--- src/rtl/seq_sat_counter.sv ---
// Saturating event counter with a synchronous clear that beats a coincident
// increment.
module seq_sat_counter #(
    parameter int COUNT_W = 16
) (
    input  logic               clk,
    input  logic               reset,
    input  logic               inc_i,
    input  logic               clr_i,
    output logic [COUNT_W-1:0] count_o
);
    logic [COUNT_W-1:0] count_q, count_d;

    always_comb begin
        count_d = count_q;
        if (clr_i) begin
            count_d = '0;
        end else if (inc_i && (count_q != {COUNT_W{1'b1}})) begin
            count_d = count_q + COUNT_W'(1);
        end
    end

    always_ff @(posedge clk) begin
        if (!reset) begin
            count_q <= '0;
        end else begin
            count_q <= count_d;
        end
    end

    assign count_o = count_q;
endmodule

--- config.mk ---
export PLATFORM = sky130hd
export DESIGN_NAME = seq_sat_counter
export DESIGN_NICKNAME = d
export VERILOG_FILES = /design/src/rtl/seq_sat_counter.sv
export SDC_FILE = /design/constraint.sdc
export NUM_CORES = 1
export LEC_CHECK = 0
export CAP_MARGIN = 10
export CORE_MARGIN = 8
export CORE_UTILIZATION = 45
export DETAILED_ROUTE_END_ITERATION = 8
export GPL_ROUTABILITY_DRIVEN = 0
export HOLD_SLACK_MARGIN = 0.12
export PLACE_DENSITY = 0.73
export RECOVER_POWER = 100
export SKIP_LAST_GASP = 1
export SYNTH_ARGS = -nofsm -noshare
export SYNTH_HDL_FRONTEND = slang
export SYNTH_SLANG_ARGS = --single-unit
export TNS_END_PERCENT = 5
--- constraint.sdc ---
create_clock -name clk -period 1.9 [get_ports clk]
set_input_delay 0.38 -clock clk [delete_from_list [all_inputs] [get_ports clk]]
set_output_delay 0.38 -clock clk [all_outputs]
set_load 0.03 [all_outputs]
==> results of run 1 <==
timing repair:
| action | in CTS | in global routing |
|---|---|---|
| setup buffers | 0 | 0 |
| gates resized for setup | 0 | 1 |
| endpoints found under the setup margin | 0 | 2 |
power breakdown:
group | total, mW | internal, mW | switching, mW
clock network | 0.216 | 0.117 | 0.0994
registers | 0.338 | 0.337 | 0.00174
logic | 0.0301 | 0.0147 | 0.0154
total | 0.584 | 0.468 | 0.117
layer usage:
| layer | track usage | vias up |
|---|---|---|
| met5 | 0 | - |
| met2 | 0.2154 | 18 |
| met1 | 0.1429 | 373 |
| met3 | 0.02581 | 4 |
| met4 | 0.06803 | 0 |
| li1 | - | 421 |
stage by stage:
stage / hold WS (ns) / worst slack (ns) / util
floorplan: 0.5635 / 0.1552 / -
global placement: 0.5052 / -0.01377 / 0.6084
detailed placement: 0.5173 / -0.04849 / 0.6084
CTS: 0.5323 / 0.03647 / 0.6277
global route: 0.5953 / -0.005855 / 0.6110
finish: 0.5467 / 0.06625 / 0.6110
cell families after synthesis:
| family | count (synthesis) | synth area share |
|---|---|---|
| buffers and inverters | 3 | 0.01302 |
| xor gates and xnor gates | 4 | 0.04053 |
| and+or+nand+nor | 44 | 0.3358 |
| AOI/OAI and AO/OA | 22 | 0.2142 |
| muxes | 1 | 0.01158 |
| adders and majority gates | 1 | 0.01447 |
| DFF | 16 | 0.3705 |
worst paths after layout:
| kind | startpoint | end | slack [ns] | cells past startpoint |
|---|---|---|---|---|
| min | count_o[5] | count_o[5] | 0.55 | 2 |
| max reg2reg | count_o[13] | count_o[14] | 0.24 | 5 |
| min reg2reg | count_o[5] | count_o[5] | 0.55 | 2 |
| max | count_o[13] | count_o[13] | 0.07 | 1 |
area by class of cell:
class | instances | area, um2 | share of cell area
repair buffers | 27 | 240.2 | 0.2089
inverters | 2 | 7.507 | 0.006529
clock buffers | 4 | 36.28 | 0.03156
well taps | 27 | 33.78 | 0.02938
multi-input cells | 72 | 511.7 | 0.4451
flip-flops and latches | 16 | 320.3 | 0.2786
cells in the mapped netlist:
cell type / instances / share of area
dfxtp_1: 16 / 0.37
nor2_1: 10 / 0.043
nand2_1: 5 / 0.022
a21oi_1: 4 / 0.023
nand3_1: 4 / 0.023
o21ai_0: 4 / 0.023
and2_1: 3 / 0.022
nor4_1: 3 / 0.022
xor2_1: 3 / 0.030
and4_2: 2 / 0.023
inv_1: 2 / 0.0087
nand2b_1: 2 / 0.014
nand4_1: 2 / 0.014
nand4_4: 2 / 0.049
o311ai_0: 2 / 0.020
o31ai_1: 2 / 0.017
o41ai_1: 2 / 0.020
or3_1: 2 / 0.014
or4_1: 2 / 0.017
a41oi_1: 1 / 0.010
and3_1: 1 / 0.0072
and4_1: 1 / 0.010
clkbuf_1: 1 / 0.0043
ha_1: 1 / 0.014
mux2i_1: 1 / 0.012
nand3_4: 1 / 0.020
nor2b_1: 1 / 0.0072
nor3_1: 1 / 0.0058
nor3_2: 1 / 0.012
nor3b_1: 1 / 0.0087
o2111ai_1: 1 / 0.010
o211a_1: 1 / 0.012
o211ai_1: 1 / 0.0087
o21a_1: 1 / 0.0087
o311ai_2: 1 / 0.019
o31a_1: 1 / 0.010
o41ai_4: 1 / 0.032
xnor2_1: 1 / 0.010
==> results.tsv, run 1 <==
stage	metric	value	unit
run_status	status	finished clean	
place	io_buffers	19	
timing	fin_worst_skew	0.002935	ns
detailed_routing	wl_per_cell	14.01	um
global_routing	antenna_found_initial	0	
floorplan	dieArea	3580	um2
detailed_routing	via_per_inst	5.514	
power_and_ir_drop	finalPower	0.5843	mW
layout	final_common_cell	dfxtp_1	
timing	tightest_slew	0.4704	ns
setup_path	critical_path.top_delay_family	buffers and inverters	
timing	hold_viol_final	0	
detailed_routing	wirelength	2.073	mm
timing	rsz0062_at_grt	yes	
logic_synthesis	synth_nets	96	
layout	fin_cells	148	
detailed_routing	via_count	816	
layout	final_cell_mix	dfxtp_1 (16), clkdlybuf4s50_1 (15), nor2_1 (10)	
place	hpwlAfterDp	1.572	mm
detailed_routing	drt_pass1_iterations	4	
logic_synthesis	ys_ff_latch	16	
timing	finalSetupTns	0	ns
power_and_ir_drop	p_leak	0.4220	nW
timing	max_freq	545.3	MHz
clock_network	clk_pin_slew	0.09	ns
detailed_routing	drc	0	
floorplan	num_io_pins	20	
clock_network	root_buffer	clkbuf_4	
floorplan	die_y	59.83	um
logic_synthesis	syn_avg_cell_area	9.501	um2
floorplan	num_rows	16	
timing	max_slew_margin	0.6830	
floorplan	coreArea	1882	um2
worst_hold_path	min_path_type	register to register	
logic_synthesis	syn_area	864.6	um2
run	cap_violations	0	
floorplan	dieWidth	59.83	um
clock_network	tritoncts	built	
layout	final_nets	127	
setup_path	critPathArrivalTime	1.45	ns
global_routing	grt_overflow_total	0	
layout	antenna_cells	0	
detailed_routing	dr.max_layer_used	met4	
global_routing	grt_usage	0.1264	
setup_path	slowest_delay	0.72	ns
clock_network	h-tree-depth	1	
global_routing	grt_pass1_wl	3.491	mm
layout	area_growth	33.00	%
global_routing	grt_max_degree	10	
clock_network	clockBufferDepth	2	
detailed_routing	ant_nets	0	
power_and_ir_drop	power_density	508.2	nW/um2
layout	fin_area	1150	um2
timing	min_period	1.834	ns
place	place_area	1145	um2
setup_path	critPathBufInv	1	
global_routing	grt_pass1_vias	806	
place	dp_cells	144	
logic_synthesis	synth_warnings	0	
clock_network	hold_buffers	0	
setup_path	critPathCaptureType	primary output	
layout	nFillCells	181	
clock_network	cts.sinks	16	
power_and_ir_drop	ir_drop	0.0005484	V
floorplan	start_util	0.4594	
setup_path	startpoint_type	register	
logic_synthesis	ys_seq_area_frac	0.3705	
setup_path	crit_fanout	6	
clock_network	numCtsBuffers	3	
logic_synthesis	synthCells	91	
layout	layout-drive-gt1-share	0.1322	
layout	largest_register_ffs	16	
setup_path	crit_type	register to primary output	
logic_synthesis	synth_cell_types	38	
setup_path	required	1.52	ns
timing	setup_viol_count_final	0	
timing	slew_viol_final	0	
detailed_routing	wl_met1	980	um
setup_path	crit_path_top_delay_cell	clkdlybuf4s50_1	
clock_network	clkLatencyLatePin	0.28	ns
detailed_routing	wl_met3	84	um
setup_path	worstPathCellList	clkdlybuf4s50_1	
detailed_routing	wl_met2	991	um
timing	finalCritPeriodShare	0.9651	
detailed_routing	drt_first_iter_violations	12	
Power figures use the tool's default switching activity.
==> inputs of run 2 (changes only) <==
--- a/config.mk
+++ b/config.mk
@@ -9,3 +9,3 @@
 export CORE_MARGIN = 8
-export CORE_UTILIZATION = 45
+export CORE_UTILIZATION = 48
 export DETAILED_ROUTE_END_ITERATION = 8
@@ -13,3 +13,3 @@
 export HOLD_SLACK_MARGIN = 0.12
-export PLACE_DENSITY = 0.73
+export PLACE_DENSITY = 0.77
 export RECOVER_POWER = 100
==> constraint.sdc (replaced) <==
create_clock -name clk -period 1.9 [get_ports clk]
set_input_delay 0.285 -clock clk [delete_from_list [all_inputs] [get_ports clk]]
set_output_delay 0.285 -clock clk [all_outputs]
set_load 0.1 [all_outputs]
==> results.tsv, run 2 (synthesis results as in run 1) <==
stage	metric	value	unit	change
clock_network	postCtsSetupBuffers	0		unchanged
floorplan	dieWidth	58.44	um	was 59.83 um
timing	finalSetupTns	0	ns	unchanged
setup_path	cp.depth	5		was 1
timing	max_slew_margin	0.6340		was 0.6830
clock_network	clk_pin_slew	0.09	ns	about the same
layout	seqCellArea	337.8	um2	was 320.3 um2
floorplan	num_io_pins	20		unchanged
place	io_buffers	19		unchanged
timing	tightest_slew	0.5513	ns	was 0.4704 ns
timing	fin_worst_skew	0.003025	ns	was 0.002935 ns
setup_path	cp-startpoint	count_o[0]		was count_o[13]
setup_path	rrSetupSlack	0.29	ns	was 0.24 ns
global_routing	grt_pass1_wl	3.415	mm	was 3.491 mm
power_and_ir_drop	p_leak	0.4334	nW	was 0.4220 nW
global_routing	grt_usage	0.1239		was 0.1264
layout	fin_cells	141		was 148
layout	nFillCells	161		was 181
setup_path	crit_path_top_delay_cell	dfxtp_1		was clkdlybuf4s50_1
detailed_routing	drt_pass1_iterations	5		was 4
timing	min_period	1.612	ns	was 1.834 ns
timing	rsz0062_at_grt	no		was yes
layout	antenna_cells	0		unchanged
clock_network	post_cts_resized	0		unchanged
setup_path	reg2reg_to	count_o[14]		unchanged
clock_network	numCtsBuffers	3		unchanged
floorplan	num_rows	15		was 16
setup_path	critical_path.top_delay_family	compound AO/OA/AOI/OAI gates		was buffers and inverters
clock_network	clockBufferDepth	2		unchanged
layout	final_common_cell	clkbuf_2		was dfxtp_1
global_routing	use_met1	0.1543		was 0.1429
floorplan	die_y	58.44	um	was 59.83 um
place	hpwlAfterDp	1.515	mm	was 1.572 mm
setup_path	slowest_delay	0.40	ns	was 0.72 ns
timing	max_freq	620.4	MHz	was 545.3 MHz
detailed_routing	wirelength	1.971	mm	was 2.073 mm
run	cap_violations	0		unchanged
power_and_ir_drop	ir_drop	0.0004582	V	was 0.0005484 V
layout	area_growth	22.58	%	was 33.00%
setup_path	worstReg2RegStart	count_o[0]		was count_o[13]
run_status	status	finished clean		unchanged
clock_network	cts.sinks	16		unchanged
layout	final_nets	123		was 127
worst_hold_path	min_path_type	register to register		unchanged
clock_network	h-tree-depth	1		unchanged
global_routing	busiest_layer	met2		unchanged
setup_path	crit_fanout	4		was 6
detailed_routing	via_per_inst	5.631		was 5.514
global_routing	grt_max_degree	10		unchanged
floorplan	start_util	0.5062		was 0.4594
detailed_routing	wl_per_cell	13.98	um	was 14.01 um
setup_path	critPathCaptureType	register		was primary output
layout	largest_register_ffs	16		unchanged
detailed_routing	ant_nets	0		unchanged
floorplan	coreArea	1708	um2	was 1882 um2
layout	multi_input_area	524.3	um2	was 511.7 um2
detailed_routing	drt_first_iter_violations	21		was 12
setup_path	reg2reg_depth	5		unchanged
setup_path	critPathArrivalTime	1.80	ns	was 1.45 ns
global_routing	met3_usage	0.02609		was 0.02581
setup_path	critPathCapture	count_o[14]		was count_o[13]
floorplan	dieArea	3415	um2	was 3580 um2
place	dp_cells	138		was 144
setup_path	required	2.09	ns	was 1.52 ns
clock_network	hold_buffers	0		unchanged
timing	hold_viol_final	0		unchanged
setup_path	crit_type	register to register		was register to primary output
timing	slew_viol_final	0		unchanged
setup_path	critPathBufInv	0		was 1
clock_network	tritoncts	built		unchanged
setup_path	startpoint_type	register		unchanged
layout	final_cell_mix	clkbuf_2 (16), dfxtp_2 (14), nor2_1 (10)		was dfxtp_1 (16), clkdlybuf4s50_1 (15), nor2_1 (10)
timing	finalCritPeriodShare	0.8483		was 0.9651
global_routing	grt_pass1_vias	735		was 806
clock_network	root_buffer	clkbuf_4		unchanged
clock_network	clkLatencyLatePin	0.29	ns	was 0.28 ns
global_routing	antenna_found_initial	0		unchanged
setup_path	worstPathCellList	ha_1 > and4_2 > o311ai_1 > o31a_1 > o21a_1		was clkdlybuf4s50_1
timing	setup_viol_count_final	0		unchanged
global_routing	grtUsageMet2	0.2000		was 0.2154
power_and_ir_drop	power_density	526.1	nW/um2	was 508.2 nW/um2
detailed_routing	via_count	794		was 816
layout	layout-drive-gt1-share	0.3621		was 0.1322
global_routing	grt_overflow_total	0		unchanged
detailed_routing	drc	0		unchanged
-- run 2: final cells by class --
class / instances / area share
clock buffers: 3 / 0.02125
inverters: 2 / 0.007084
multi-input cells: 72 / 0.4947
flip-flops and latches: 16 / 0.3188
well taps: 25 / 0.02952
repair buffers: 23 / 0.1287
-- run 2: routing by layer --
metal	wire, um	vias to the layer above
met5	0	-
met4	32	0
met1	868	360
met3	89	5
li1	-	405
met2	981	24
-- run 2: report_power, final --
part / switching [mW] / internal, mW
sequential: 0.00173 / 0.336
clock: 0.106 / 0.0737
combinational: 0.0240 / 0.0161
-- run 2: worst min-delay path by stage --
stage | start | to | slack, ns | depth (start not counted)
final | count_o[11] | count_o[11] | 0.51 | 1
after CTS | count_o[9] | count_o[9] | 0.52 | 2
after global routing | count_o[11] | count_o[11] | 0.56 | 1
after detailed placement | count_o[9] | count_o[9] | 0.50 | 2
after floorplan | reset | count_o[11] | 0.46 | 2
after global placement | count_o[2] | count_o[2] | 0.49 | 2
-- run 2: stage by stage --
step | worst slack [ns] | instance area (um2) | power [mW] | hold WS (ns) | util
after floorplan | -0.01516 | 884.6 | 0.3693 | 0.4611 | -
after global placement | 0.08610 | 1092 | 0.3866 | 0.4897 | 0.6396
after detailed placement | 0.04179 | 1092 | 0.3873 | 0.5035 | 0.6396
after CTS | 0.3401 | 1115 | 0.5595 | 0.5175 | 0.6527
after global routing | 0.1526 | 1060 | 0.5740 | 0.5555 | 0.6205
final | 0.2882 | 1060 | 0.5576 | 0.5138 | 0.6205
-- run 2: worst reg2reg max path, delay by kind of cell, from the launching register on --
kind,cells,cell delay [ns]
flip-flops,1,0.40
AND/OR/NAND/NOR,1,0.25
adder cells (fa/ha/maj),1,0.21
AO/OA/AOI/OAI,3,0.66
==> inputs of run 3 (changes only) <==
- CORE_UTILIZATION: 48 -> 43
- PLACE_DENSITY: 0.77 -> 0.73
- clock period: 1.9 -> 1.45 ns (I/O delays scaled with it)
==> results.tsv, run 3 (synthesis results as in run 1) <==
stage	metric	value	unit	change
timing	tightest_slew	0.3991	ns	was 0.5513 ns
setup_path	crit_fanout	7		was 4
detailed_routing	drt_first_iter_violations	22		was 21
setup_path	required	1.62	ns	was 2.09 ns
timing	min_period	1.519	ns	
timing	hold_viol_final	0		unchanged
global_routing	grt_usage	0.1535		was 0.1239
clock_network	clockBufferDepth	2		unchanged
global_routing	grt_max_degree	11		was 10
place	hpwlAfterDp	1.956	mm	was 1.515 mm
clock_network	hold_buffers	0		unchanged
detailed_routing	wl_met3	161	um	was 89 um
layout	area_growth	78.73	%	was 22.58%
global_routing	grt_pass1_wl	4.305	mm	was 3.415 mm
setup_path	reg2reg_depth	4		was 5
floorplan	dieArea	3702	um2	was 3415 um2
layout	antenna_cells	0		unchanged
detailed_routing	via_per_inst	5.876		was 5.631
clock_network	root_buffer	clkbuf_4		unchanged
detailed_routing	wirelength	3.018	mm	was 1.971 mm
run_status	violations	negative setup slack		
power_and_ir_drop	power_density	477.7	nW/um2	was 526.1 nW/um2
layout	fin_cells	169		was 141
timing	finalCritPeriodShare	1.048		
worst_hold_path	whs_endpoint	count_o[11]		unchanged
global_routing	grt_pass1_vias	943		was 735
detailed_routing	drc	0		unchanged
timing	setup_viol_count_final	5		was 0
timing	timing.hold.ws	0.5142	ns	was 0.5138 ns
layout	largest_register_ffs	16		unchanged
detailed_routing	dr.max_layer_used	met4		unchanged
clock_network	numCtsBuffers	3		unchanged
detailed_routing	drt_pass1_iterations	4		was 5
detailed_routing	wl_met2	1.579	mm	was 981 um
setup_path	critPathArrivalTime	1.69	ns	was 1.80 ns
setup_path	worstPathCellList	clkdlybuf4s50_1 > and4_2 > nand3_4 > o311ai_0 > o41ai_1		was ha_1 > and4_2 > o311ai_1 > o31a_1 > o21a_1
worst_hold_path	min_from	count_o[11]		unchanged
worst_hold_path	hold_depth	1		unchanged
detailed_routing	wl_per_cell	17.86	um	was 13.98 um
setup_path	critPathBufInv	1		was 0
detailed_routing	ant_nets	0		unchanged
power_and_ir_drop	ir_drop	0.0004907	V	was 0.0004582 V
clock_network	clkLatencyLatePin	0.30	ns	was 0.29 ns
run	cap_violations	0		unchanged
layout	final_common_cell	buf_4		was clkbuf_2
floorplan	start_util	0.4499		was 0.5062
floorplan	num_rows	16		was 15
place	io_buffers	19		unchanged
floorplan	coreArea	1922	um2	was 1708 um2
layout	final_cell_mix	buf_4 (28), dfxtp_4 (16), buf_12 (11)		was clkbuf_2 (16), dfxtp_2 (14), nor2_1 (10)
setup_path	slowest_delay	0.51	ns	was 0.40 ns
timing	fin_ws	-0.06928	ns	was 0.2882 ns
setup_path	rrSetupSlack	-0.06	ns	was 0.29 ns
floorplan	die_y	60.84	um	was 58.44 um
timing	rsz0062_at_grt	yes		was no
timing	slew_viol_final	0		unchanged
run_status	status	finished, violations left		was finished clean
clock_network	h-tree-depth	1		unchanged
setup_path	critPathCaptureType	register		unchanged
layout	final_nets	148		was 123
setup_path	startpoint_type	input port		was register
layout	post-route-util	0.8040		was 0.6205
setup_path	reg2reg_to	count_o[15]		was count_o[14]
worst_hold_path	min_path_type	register to register		unchanged
setup_path	crit_type	input port to register		was register to register
detailed_routing	wl_met1	1.234	mm	was 868 um
floorplan	num_io_pins	20		unchanged
global_routing	antenna_found_initial	0		unchanged
detailed_routing	via_count	993		was 794
floorplan	dieWidth	60.84	um	was 58.44 um
place	dp_cells	156		was 138
setup_path	critical_path.top_delay_family	compound AO/OA/AOI/OAI gates		unchanged
layout	layout-drive-gt1-share	0.5563		was 0.3621
timing	max_freq	658.2	MHz	
clock_network	clk_pin_slew	0.09	ns	about the same
clock_network	cts.sinks	16		unchanged
timing	max_slew_margin	0.7305		was 0.6340
global_routing	grt_overflow_total	0		unchanged
timing	fin_worst_skew	0.007952	ns	was 0.003025 ns
setup_path	worstReg2RegStart	count_o[5]		was count_o[0]
clock_network	tritoncts	built		unchanged
setup_path	crit_path_top_delay_cell	clkdlybuf4s50_1		was dfxtp_1
power_and_ir_drop	p_leak	0.6215	nW	was 0.4334 nW
[run 3: per-layer routing]
metal | up-vias | track usage
met4 | 0 | 0.07641
li1 | 463 | -
met3 | 5 | 0.04449
met1 | 493 | 0.1705
met5 | - | 0
met2 | 32 | 0.2594
[run 3: stage by stage]
stage | TNS [ns] | power [mW] | setup slack (ns) | area [um2]
CTS | -0.03440 | 0.7282 | -0.01455 | 1525
global route | -0.7744 | 0.7640 | -0.1808 | 1545
detailed placement | -2.245 | 0.4897 | -0.2916 | 1479
floorplan | -1.179 | 0.4568 | -0.1617 | 948.4
global placement | -1.763 | 0.4879 | -0.2425 | 1479
finish | -0.1801 | 0.7381 | -0.06928 | 1545
[run 3: what timing repair did]
action / 4_1_cts / 5_1_grt
resized for setup: 3 / 5
buffers inserted: 1 / 8
setup endpoints to repair: 2 / 15
hold endpoints to repair: 0 / 0
pin swaps: 3 / 3
[run 3: cell type report]
cell class,count,area (um2)
Multi-Input combinational cell,72,591.8
Fill cell,121,376.6
Tap cell,27,33.78
Timing Repair Buffer,48,505.5
Inverter,2,7.507
Clock buffer,3,22.52
Sequential cell,16,380.4
Clock inverter,1,3.754
[run 3: worst max path at each step]
stage	start	to	slack [ns]	cells past startpoint
2_1_floorplan	count_o[12]	count_o[1]	-0.16	4
3_3_place_gp	inc_i	count_o[13]	-0.24	5
3_5_place_dp	inc_i	count_o[9]	-0.29	5
4_1_cts	count_o[1]	count_o[1]	-0.01	5
5_1_grt	count_o[7]	count_o[15]	-0.18	4
6_report	inc_i	count_o[15]	-0.07	5
[run 3: power by group]
| part | leakage (nW) | switching [mW] | internal [mW] |
|---|---|---|---|
| clock network | 0.0154 | 0.159 | 0.101 |
| logic | 0.464 | 0.0353 | 0.0283 |
| registers | 0.142 | 0.00270 | 0.413 |
